[config.mk]
export PLATFORM = sky130hd
export DESIGN_NAME = lcd_timing_driver
export DESIGN_NICKNAME = d
export VERILOG_FILES = /design/src/rtl/lcd_timing_pkg.sv /design/src/rtl/lcd_sync_counter.sv /design/src/rtl/lcd_timing_driver.sv
export SDC_FILE = /design/constraint.sdc
export NUM_CORES = 1
export LEC_CHECK = 0
export CAP_MARGIN = 40
export CORE_MARGIN = 3
export CORE_UTILIZATION = 40
export CTS_BUF_LIST = sky130_fd_sc_hd__clkbuf_2
export DETAILED_ROUTE_END_ITERATION = 16
export PLACE_DENSITY = 0.78
export SLEW_MARGIN = 10
export SYNTH_ARGS = -nofsm -noshare
export SYNTH_HDL_FRONTEND = slang
export SYNTH_SLANG_ARGS = --single-unit
[constraint.sdc]
create_clock -name lcd_pclk -period 3.6 [get_ports lcd_pclk]
set_input_delay 1.08 -clock lcd_pclk [delete_from_list [all_inputs] [get_ports lcd_pclk]]
set_output_delay 1.08 -clock lcd_pclk [all_outputs]
set_load 0.03 [all_outputs]
[src/rtl/lcd_timing_pkg.sv]
// rtl/lcd_timing_pkg.sv - shared timing defaults, colour constants and colour-bar lookup
package lcd_timing_pkg;

  localparam int COORD_W = 11;

  // Default 800x480 panel timing
  localparam logic [COORD_W-1:0] DEF_H_SYNC  = 11'd128;
  localparam logic [COORD_W-1:0] DEF_H_BACK  = 11'd88;
  localparam logic [COORD_W-1:0] DEF_H_DISP  = 11'd800;
  localparam logic [COORD_W-1:0] DEF_H_FRONT = 11'd40;
  localparam logic [COORD_W-1:0] DEF_V_SYNC  = 11'd2;
  localparam logic [COORD_W-1:0] DEF_V_BACK  = 11'd33;
  localparam logic [COORD_W-1:0] DEF_V_DISP  = 11'd480;
  localparam logic [COORD_W-1:0] DEF_V_FRONT = 11'd10;

  localparam logic [23:0] WHITE = 24'hFFFFFF;
  localparam logic [23:0] BLACK = 24'h000000;

  // Colour bars, index 0 is the leftmost bar
  localparam logic [7:0][23:0] BAR_TABLE = {
    BLACK, 24'h0000FF, 24'hFF0000, 24'hFF00FF,
    24'h00FF00, 24'h00FFFF, 24'hFFFF00, WHITE
  };

  function automatic logic [23:0] bar_colour(input logic [2:0] idx);
    return BAR_TABLE[idx];
  endfunction

endpackage

[src/rtl/lcd_sync_counter.sv]
// rtl/lcd_sync_counter.sv - enabled modulo-TOTAL counter with a wrap pulse
module lcd_sync_counter
  import lcd_timing_pkg::*;
#(
  parameter int            W     = COORD_W,
  parameter logic [W-1:0]  TOTAL = W'(1056)
) (
  input  logic         clk,
  input  logic         rst_n,
  input  logic         en,
  output logic [W-1:0] cnt,
  output logic         wrap
);

  // Wrap fires on the last count of an enabled cycle
  assign wrap = en && (cnt == TOTAL - 1'b1);

  // Count 0..TOTAL-1 while enabled
  always_ff @(posedge clk or negedge rst_n) begin
    if (!rst_n) begin
      cnt <= '0;
    end else if (en) begin
      cnt <= wrap ? '0 : cnt + 1'b1;
    end
  end

endmodule

[src/rtl/lcd_timing_driver.sv]
// rtl/lcd_timing_driver.sv - RGB LCD timing master; LCD_TEST_PATTERN_EN selects colour bars
module lcd_timing_driver
  import lcd_timing_pkg::*;
#(
  parameter logic [COORD_W-1:0] H_SYNC   = DEF_H_SYNC,
  parameter logic [COORD_W-1:0] H_BACK   = DEF_H_BACK,
  parameter logic [COORD_W-1:0] H_DISP   = DEF_H_DISP,
  parameter logic [COORD_W-1:0] H_FRONT  = DEF_H_FRONT,
  parameter logic [COORD_W-1:0] V_SYNC   = DEF_V_SYNC,
  parameter logic [COORD_W-1:0] V_BACK   = DEF_V_BACK,
  parameter logic [COORD_W-1:0] V_DISP   = DEF_V_DISP,
  parameter logic [COORD_W-1:0] V_FRONT  = DEF_V_FRONT,
  parameter logic               SYNC_POL = 1'b0
) (
  input  logic               lcd_pclk,
  input  logic               rst_n,
  input  logic [23:0]        pixel_data,
  output logic [COORD_W-1:0] pixel_xpos,
  output logic [COORD_W-1:0] pixel_ypos,
  output logic [COORD_W-1:0] h_disp,
  output logic [COORD_W-1:0] v_disp,
  output logic               data_req,
  output logic               frame_start,
  output logic               lcd_de,
  output logic               lcd_hs,
  output logic               lcd_vs,
  output logic               lcd_bl,
  output logic [23:0]        lcd_rgb
);

  localparam logic [COORD_W-1:0] H_TOTAL = H_SYNC + H_BACK + H_DISP + H_FRONT;
  localparam logic [COORD_W-1:0] V_TOTAL = V_SYNC + V_BACK + V_DISP + V_FRONT;
  localparam logic [COORD_W-1:0] HS      = H_SYNC + H_BACK;
  localparam logic [COORD_W-1:0] VS      = V_SYNC + V_BACK;
  // Coordinates lead the panel by one cycle, so the request window starts at HS-1
  localparam logic [COORD_W-1:0] X_START = HS - 11'd1;
  localparam logic [COORD_W-1:0] X_END   = HS + H_DISP - 11'd1;
  localparam logic [COORD_W-1:0] Y_END   = VS + V_DISP;

  logic [COORD_W-1:0] h_cnt;
  logic [COORD_W-1:0] v_cnt;
  logic               h_wrap;
  logic               v_wrap;
  logic               active_line;
  logic               at_origin;

  lcd_sync_counter #(.W(COORD_W), .TOTAL(H_TOTAL)) u_h_counter (
    .clk   (lcd_pclk),
    .rst_n (rst_n),
    .en    (1'b1),
    .cnt   (h_cnt),
    .wrap  (h_wrap)
  );

  lcd_sync_counter #(.W(COORD_W), .TOTAL(V_TOTAL)) u_v_counter (
    .clk   (lcd_pclk),
    .rst_n (rst_n),
    .en    (h_wrap),
    .cnt   (v_cnt),
    .wrap  (v_wrap)
  );

  assign h_disp = H_DISP;
  assign v_disp = V_DISP;

  // Decode the request window and next-pixel coordinates from the counters
  always_comb begin
    active_line = (v_cnt >= VS) && (v_cnt < Y_END);
    data_req    = active_line && (h_cnt >= X_START) && (h_cnt < X_END);
    pixel_xpos  = data_req ? h_cnt - X_START : '0;
    pixel_ypos  = active_line ? v_cnt - VS : '0;
  end

  // Panel controls; at_origin tracks h_cnt==0 && v_cnt==0 so frame_start follows it by a cycle
  always_ff @(posedge lcd_pclk or negedge rst_n) begin
    if (!rst_n) begin
      lcd_de      <= 1'b0;
      lcd_hs      <= ~SYNC_POL;
      lcd_vs      <= ~SYNC_POL;
      lcd_bl      <= 1'b0;
      frame_start <= 1'b0;
      at_origin   <= 1'b1;
    end else begin
      lcd_de      <= data_req;
      lcd_hs      <= (h_cnt < H_SYNC) ? SYNC_POL : ~SYNC_POL;
      lcd_vs      <= (v_cnt < V_SYNC) ? SYNC_POL : ~SYNC_POL;
      lcd_bl      <= 1'b1;
      frame_start <= at_origin;
      at_origin   <= h_wrap && v_wrap;
    end
  end

`ifdef LCD_TEST_PATTERN_EN
  localparam logic [COORD_W-1:0] BAR_W = ((H_DISP >> 3) == 11'd0) ? 11'd1 : (H_DISP >> 3);

  logic [COORD_W-1:0] xpos_q;
  logic [COORD_W-1:0] bar_idx;

  // Keep the column aligned with lcd_de
  always_ff @(posedge lcd_pclk or negedge rst_n) begin
    if (!rst_n) begin
      xpos_q <= '0;
    end else begin
      xpos_q <= pixel_xpos;
    end
  end

  // Pick the bar colour for the current column, blanked outside lcd_de
  always_comb begin
    bar_idx = xpos_q / BAR_W;
    lcd_rgb = '0;
    if (lcd_de) begin
      lcd_rgb = bar_colour((bar_idx > 11'd7) ? 3'd7 : bar_idx[2:0]);
    end
  end
`else
  assign lcd_rgb = lcd_de ? pixel_data : 24'h0;
`endif

endmodule

==> qor.yml, run 1 <==
fin_skew_ns: 0.0160
cp.required_ns: 2.52
cpMostUsedCell: "buf_4"
dp.cells: 396
ys_seq_area_share_pct: 32.3
synth-edff-count: 0
grt_overflow_total: 0
hpwl_microns: 4060
die_w_microns: 79.8
timing.rr.end: "u_v_counter.cnt[7]"
synthAdderAreaFrac_pct: 1.72
avgSynthCellArea_sq_um: 8.22
grt_pass1_wl_microns: 9030
yosys_most_used_dff: "dfrtp_1"
ys_warn_count: 0
multiInputGateArea_sq_mm: 0.00134
syn-instance-count: 265
clock_tree.root_cell: "clkbuf_2"
ff2ff_path_depth: 5
grt_start_max_net_pins: 29
io_buffers: 77
finalSetupViolCount: 0
clkLatencyLatePin_ns: 0.38
vias: 2082
area_delta_synth_final_pct: 39.6
critPathArrivalTime_ns: 2.43
holdPathStages: 0
ir_drop_mv: 0.168
pwr_density_cell_mw_per_mm2: 189
synth.distinct_cells: 37
synthXorXnorAreaFrac_pct: 10.8
regArea_sq_um: 706
rows: 26
cts_made_buffers: 3
cp_max_fo: 11
wl_microns: 5810
grt_pass1_vias: 1877
crit_chain: "a2111o_1, buf_4, buf_4, o21ai_2, o311a_4, nor2_1, buf_4"
antenna_left: 0
dieArea_sq_mm: 0.00637
n_antenna_cell: 0
gp_congestion: 0.840
synth_compound_area_share_pct: 9.36
drv_slew: 0
io_pins: 100
fin_area_sq_mm: 0.00304
startpoint_type: "flop"
synth-seq-cells: 28
critical-path-max-stage-delay_ns: 0.46
mappedNetlistArea_sq_mm: 0.00218
dr.pass1.iters: 4
drv_cap: 0
period_share_pct: 97.6
fmax_mhz: 285
yosys.area_share.simple_pct: 30.4
fp.dieH_microns: 79.8
min_from: "at_origin"
dpl_cell_area_sq_mm: 0.00287
layout.nets: 367
holdWs_ns: 0.409
synthMuxAreaShare_pct: 0.918
cts_tree: "built"
clock_path_buffers: 2
async_reset_ff_share_pct: 100
drt_iter0_drc: 77
pre_cts_ws_ns: 0.151
start_util_pct: 42.1
fin_ws_ns: 0.0874
layout-drive-gt1-share_pct: 18.7
critPathKind: "flop to primary output"
cp-startpoint: "u_v_counter.cnt[0]"
post-route-min-period_ns: 3.51
clock-sinks: 28
final_hold_viol_count: 0
vias_per_cell: 5.12
end_kind: "primary output"
status: "complete, no violations"
cp-endpoint: "pixel_ypos[9]"
antenna_found_initial: 0
htreeDepth: 1
synth_top_family_by_area: "simple AND/OR/NAND/NOR gates"
core_sq_mm: 0.00517
critical-path-slowest-cell: "a2111o_1"
fin_cells: 407
clk_pin_slew_worst_paths_ns: 0.27
slew_headroom_pct: 40.1
leakagePower_nw: 1.38
tightest_slew_ns: 0.892
nFillCells: 437
drt_drc_violations_left: 0
hp-class: "flop to flop"
worst_r2r_startpoint: "u_v_counter.cnt[7]"
track_usage_pct: 17.8
r2r_setup_slack_ns: 1.09
wl_per_cell_microns: 14.3
-- per-stage QoR --
step                      setup TNS (ns)  power, W  utilization [%]
final                                  0  0.000574             58.8
after global routing           -0.000645  0.000598             58.8
after CTS                              0  0.000577             57.3
after detailed placement               0  0.000387             55.5
after global placement                 0  0.000387             55.5
after floorplan                        0  0.000371                -
-- what timing repair did --
item / CTS / global route
gates resized for setup: 5 / 7
setup buffers: 1 / 4
endpoints found under the setup margin: 23 / 23
pin swaps: 0 / 1
hold buffers: 0 / 0
cloned: 2 / 0
hold endpoints to repair: 0 / 0
-- worst min path at each step --
| stage | endpoint | slack [ns] |
|---|---|---|
| 4_1_cts | frame_start | 0.41 |
| 5_1_grt | frame_start | 0.41 |
| 3_5_place_dp | frame_start | 0.38 |
| 3_3_place_gp | frame_start | 0.38 |
| 6_report | frame_start | 0.41 |
| 2_1_floorplan | frame_start | 0.38 |
-- final cells by class --
type / count / share of cell area, %
timing repair buffer: 91 / 27.4
sequential: 28 / 23.2
clock buffer: 3 / 0.493
multi-input combinational: 205 / 43.9
inverter: 9 / 1.11
clock inverter: 1 / 0.987
tap: 70 / 2.88
-- cells in the final DEF (no fill, tap or decap), types with 2 or more instances in the layout --
cell type	n
and2_1	27
xor2_1	9
dfstp_2	3
nand3_1	16
ha_1	3
clkbuf_2	3
nand2_1	8
dfrtp_1	24
inv_1	9
conb_1	23
nor2_1	25
nor3b_1	2
xnor2_1	18
o21ai_0	6
mux2i_1	2
a31oi_1	2
a21o_1	4
and4_1	3
nor3_1	8
a22o_1	2
clkdlybuf4s50_1	54
o211ai_1	2
a21oi_1	11
buf_4	35
nor3_2	9
and3_1	3
nand4_1	8
o311a_4	3
-- critical path, delay by kind of cell (launching register included) --
kind                   cells  cell delay [ns]
buffers and inverters      3             0.46
AO/OA/AOI/OAI              3             1.07
AND/OR/NAND/NOR            1             0.08
flip-flops                 1             0.44
-- per-layer routing --
metal	wire [microns]	share of wire, %	vias to the layer above	track usage (%)
met1	2220	38	968	20.8
met5	0	0	-	0
met4	95	1.6	0	5.24
li1	-	-	993	-
met2	2950	51	111	32.0
met3	544	9.4	10	4.29
-- synth_stat cells, types with 2 or more instances --
library cell | instances | area (sq um)
and2_1 | 27 | 169
nor2_1 | 26 | 97.6
dfrtp_1 | 25 | 626
buf_4 | 22 | 165
clkbuf_1 | 19 | 71.3
xnor2_1 | 18 | 158
nand3_1 | 16 | 80.1
a21oi_1 | 11 | 55.1
inv_1 | 9 | 33.8
nor3_2 | 9 | 90.1
xor2_1 | 9 | 78.8
nand2_1 | 8 | 30.0
nand4_1 | 8 | 50.1
nor3_1 | 8 | 40.0
o21ai_0 | 7 | 35.0
a21o_1 | 4 | 30.0
and3_1 | 3 | 18.8
and4_1 | 3 | 26.3
buf_2 | 3 | 15.0
dfstp_2 | 3 | 78.8
ha_1 | 3 | 37.5
a22o_1 | 2 | 17.5
a31oi_1 | 2 | 12.5
buf_6 | 2 | 22.5
conb_1 | 2 | 7.51
mux2i_1 | 2 | 20.0
nor3b_1 | 2 | 15.0
o211ai_1 | 2 | 15.0
or3_1 | 2 | 12.5
-- kinds of logic after synthesis --
group,count (synthesis)
flip-flops,28
AO/OA/AOI/OAI,32
adder cells (fa/ha/maj),3
AND/OR/NAND/NOR,116
other,2
buffers and inverters,55
XOR/XNOR,27
multiplexers,2
-- power breakdown --
part,switching [W],internal (W),total [W]
sequential,0.000000168,0.000316,0.000316
combinational,0.0000410,0.0000249,0.0000659
clock,0.0000960,0.0000955,0.000191
total,0.000137,0.000437,0.000574
-- flip-flops by register name, summed over array words and instances (netlist names) --
name / flops
u_h_counter.cnt: 11
u_v_counter.cnt: 11
lcd_vs: 1
at_origin: 1
frame_start: 1
lcd_de: 1
lcd_bl: 1
lcd_hs: 1
Power figures use the tool's default switching activity.
==> inputs of run 2 (changes only) <==
- SLEW_MARGIN: 10 -> 40
==> results of run 2 <==
Final layout, timing and power as in run 1 (identical DEF).
==> inputs of run 3 (changes only) <==
==> constraint.sdc (replaced) <==
create_clock -name lcd_pclk -period 4.1 [get_ports lcd_pclk]
set_input_delay 1.025 -clock lcd_pclk [delete_from_list [all_inputs] [get_ports lcd_pclk]]
set_output_delay 1.025 -clock lcd_pclk [all_outputs]
set_load 0.03 [all_outputs]
==> run 3 against run 2 <==
Net effect: global-route usage down 2.6 points; clock power down 43%; clock-buffer cell count up 1; via count down 5.7%; sequential share of layout area up 0.96 points; non-clock buffer count down 8; total power down 23%.
==> qor.yml, run 3 (synthesized netlist as in run 1, its figures left out) <==
status: "complete, no violations"
fp.dieH_microns: 79.8
ir_drop_mv: 0.104
post_cts_buffers: 0
start_util_pct: 42.1
clk_pin_slew_worst_paths_ns: 0.25
drv_cap: 0
final_hold_viol_count: 0
final_cell_mix: "clkdlybuf4s50_1, and2_1, nor2_1, dfrtp_1, conb_1"
hpwl_microns: 3850
clock-sinks: 28
n_antenna_cell: 0
layout_commonest_cell: "clkdlybuf4s50_1"
ff2ff_path_depth: 5
vias_per_cell: 4.94
critPathArrivalTime_ns: 2.87
core_sq_mm: 0.00517
grt_pass1_vias: 1712
dr.pass1.iters: 4
grt_pass1_wl_microns: 7870
cts_tree: "built"
htreeDepth: 1
slew_headroom_pct: 55.0
rows: 26
drv_slew: 0
antenna_left: 0
hold_buffers: 0
met3_usage_pct: 3.61
crit_chain: "a2111o_1, or4_1, o311a_2, nor4b_1, dlygate4sd1_1"
finalSetupViolCount: 0
drt_drc_violations_left: 0
area_delta_synth_final_pct: 33.8
rsz0062_at_grt: "no"
holdPathStages: 0
antenna_found_initial: 0
p_total_w: 0.000444
track_usage_pct: 15.2
clkLatencyLatePin_ns: 0.37
critical-path-slowest-cell: "dfrtp_1"
period_share_pct: 95.1
cts_resized: 13
critPathKind: "flop to primary output"
holdWs_ns: 0.407
end_kind: "primary output"
leakagePower_nw: 1.47
pwr_density_cell_mw_per_mm2: 152
clock_tree.root_cell: "clkbuf_2"
dieArea_sq_mm: 0.00637
reg_top3: "u_h_counter.cnt: 11 flops, u_v_counter.cnt: 11 flops"
drt_iter0_drc: 56
die_w_microns: 79.8
post-route-min-period_ns: 3.90
layout-drive-gt1-share_pct: 7.03
critical-path-max-stage-delay_ns: 0.51
vias: 1963
wl_per_cell_microns: 12.7
tightest_slew_ns: 0.666
cp.required_ns: 3.07
busiest_layer: "met2"
startpoint_type: "flop"
grt_start_max_net_pins: 29
fmax_mhz: 257
cts_made_buffers: 3
nFillCells: 478
io_buffers: 77
grtUsageMet2_pct: 26.9
io_pins: 100
dp.cells: 393
hp-class: "flop to flop"
use_met1_pct: 18.6
grt_overflow_total: 0
layout.nets: 357
cp_max_fo: 23
fin_cells: 397
tns_ns: 0
gp_congestion: 0.887
wl_microns: 5040
fin_skew_ns: 0.0170
clock_path_buffers: 2
fin_util_pct: 56.4
## run 3: cell types whose count changed in the layout (fill, tap and decap cells not counted), moves of 3 or more
cell / delta
buf_4: -29
dlygate4sd2_1: +12
dlymetal6s2s_1: +10
o311a_4: -3
## run 3: routing by layer
metal  vias to the layer above  wire (microns)
li1                        964               -
met1                       919            2110
met2                        78            2400
met3                         2             495
met4                         0              23
met5                         -               0
## run 3: path summary, 6_finish.rpt
check,endpoint,startpoint,slack (ns)
min reg2reg,frame_start,at_origin,0.41
max reg2reg,u_v_counter.cnt[3],u_h_counter.cnt[0],1.80
min,frame_start,at_origin,0.41
max in group asynchronous,lcd_vs,rst_n,2.79
max,pixel_ypos[10],u_v_counter.cnt[1],0.20
min in group asynchronous,u_h_counter.cnt[9],rst_n,0.98
## run 3: power by group
group	leakage, nW	switching, W	internal [W]
registers	0.364	0.000000126	0.000278
logic	1.09	0.0000360	0.0000219
clock network	0.0166	0.0000824	0.0000257
total	1.47	0.000119	0.000325
## run 3: worst max-delay path, delay by kind of cell, from the launching register on
kind	cells	cell delay, ns
AO/OA/AOI/OAI	2	0.80
buffers and inverters	1	0.41
AND/OR/NAND/NOR	2	0.79
flip-flops	1	0.51
## run 3: area by class of cell
type / instances / area (sq um) / area share [%]
clock buffers: 4 / 20.0 / 0.686
inverters: 9 / 33.8 / 1.16
multi-input cells: 203 / 1250 / 42.7
flip-flops and latches: 28 / 704 / 24.2
well taps: 70 / 87.6 / 3.00
repair buffers: 83 / 825 / 28.3
## run 3: through the flow
step	cell area [sq um]	worst slack (ns)
after floorplan	2260	0.506
after CTS	2890	0.0293
after detailed placement	2890	0.285
after global routing	2920	0.0118
final	2920	0.203
after global placement	2890	0.347
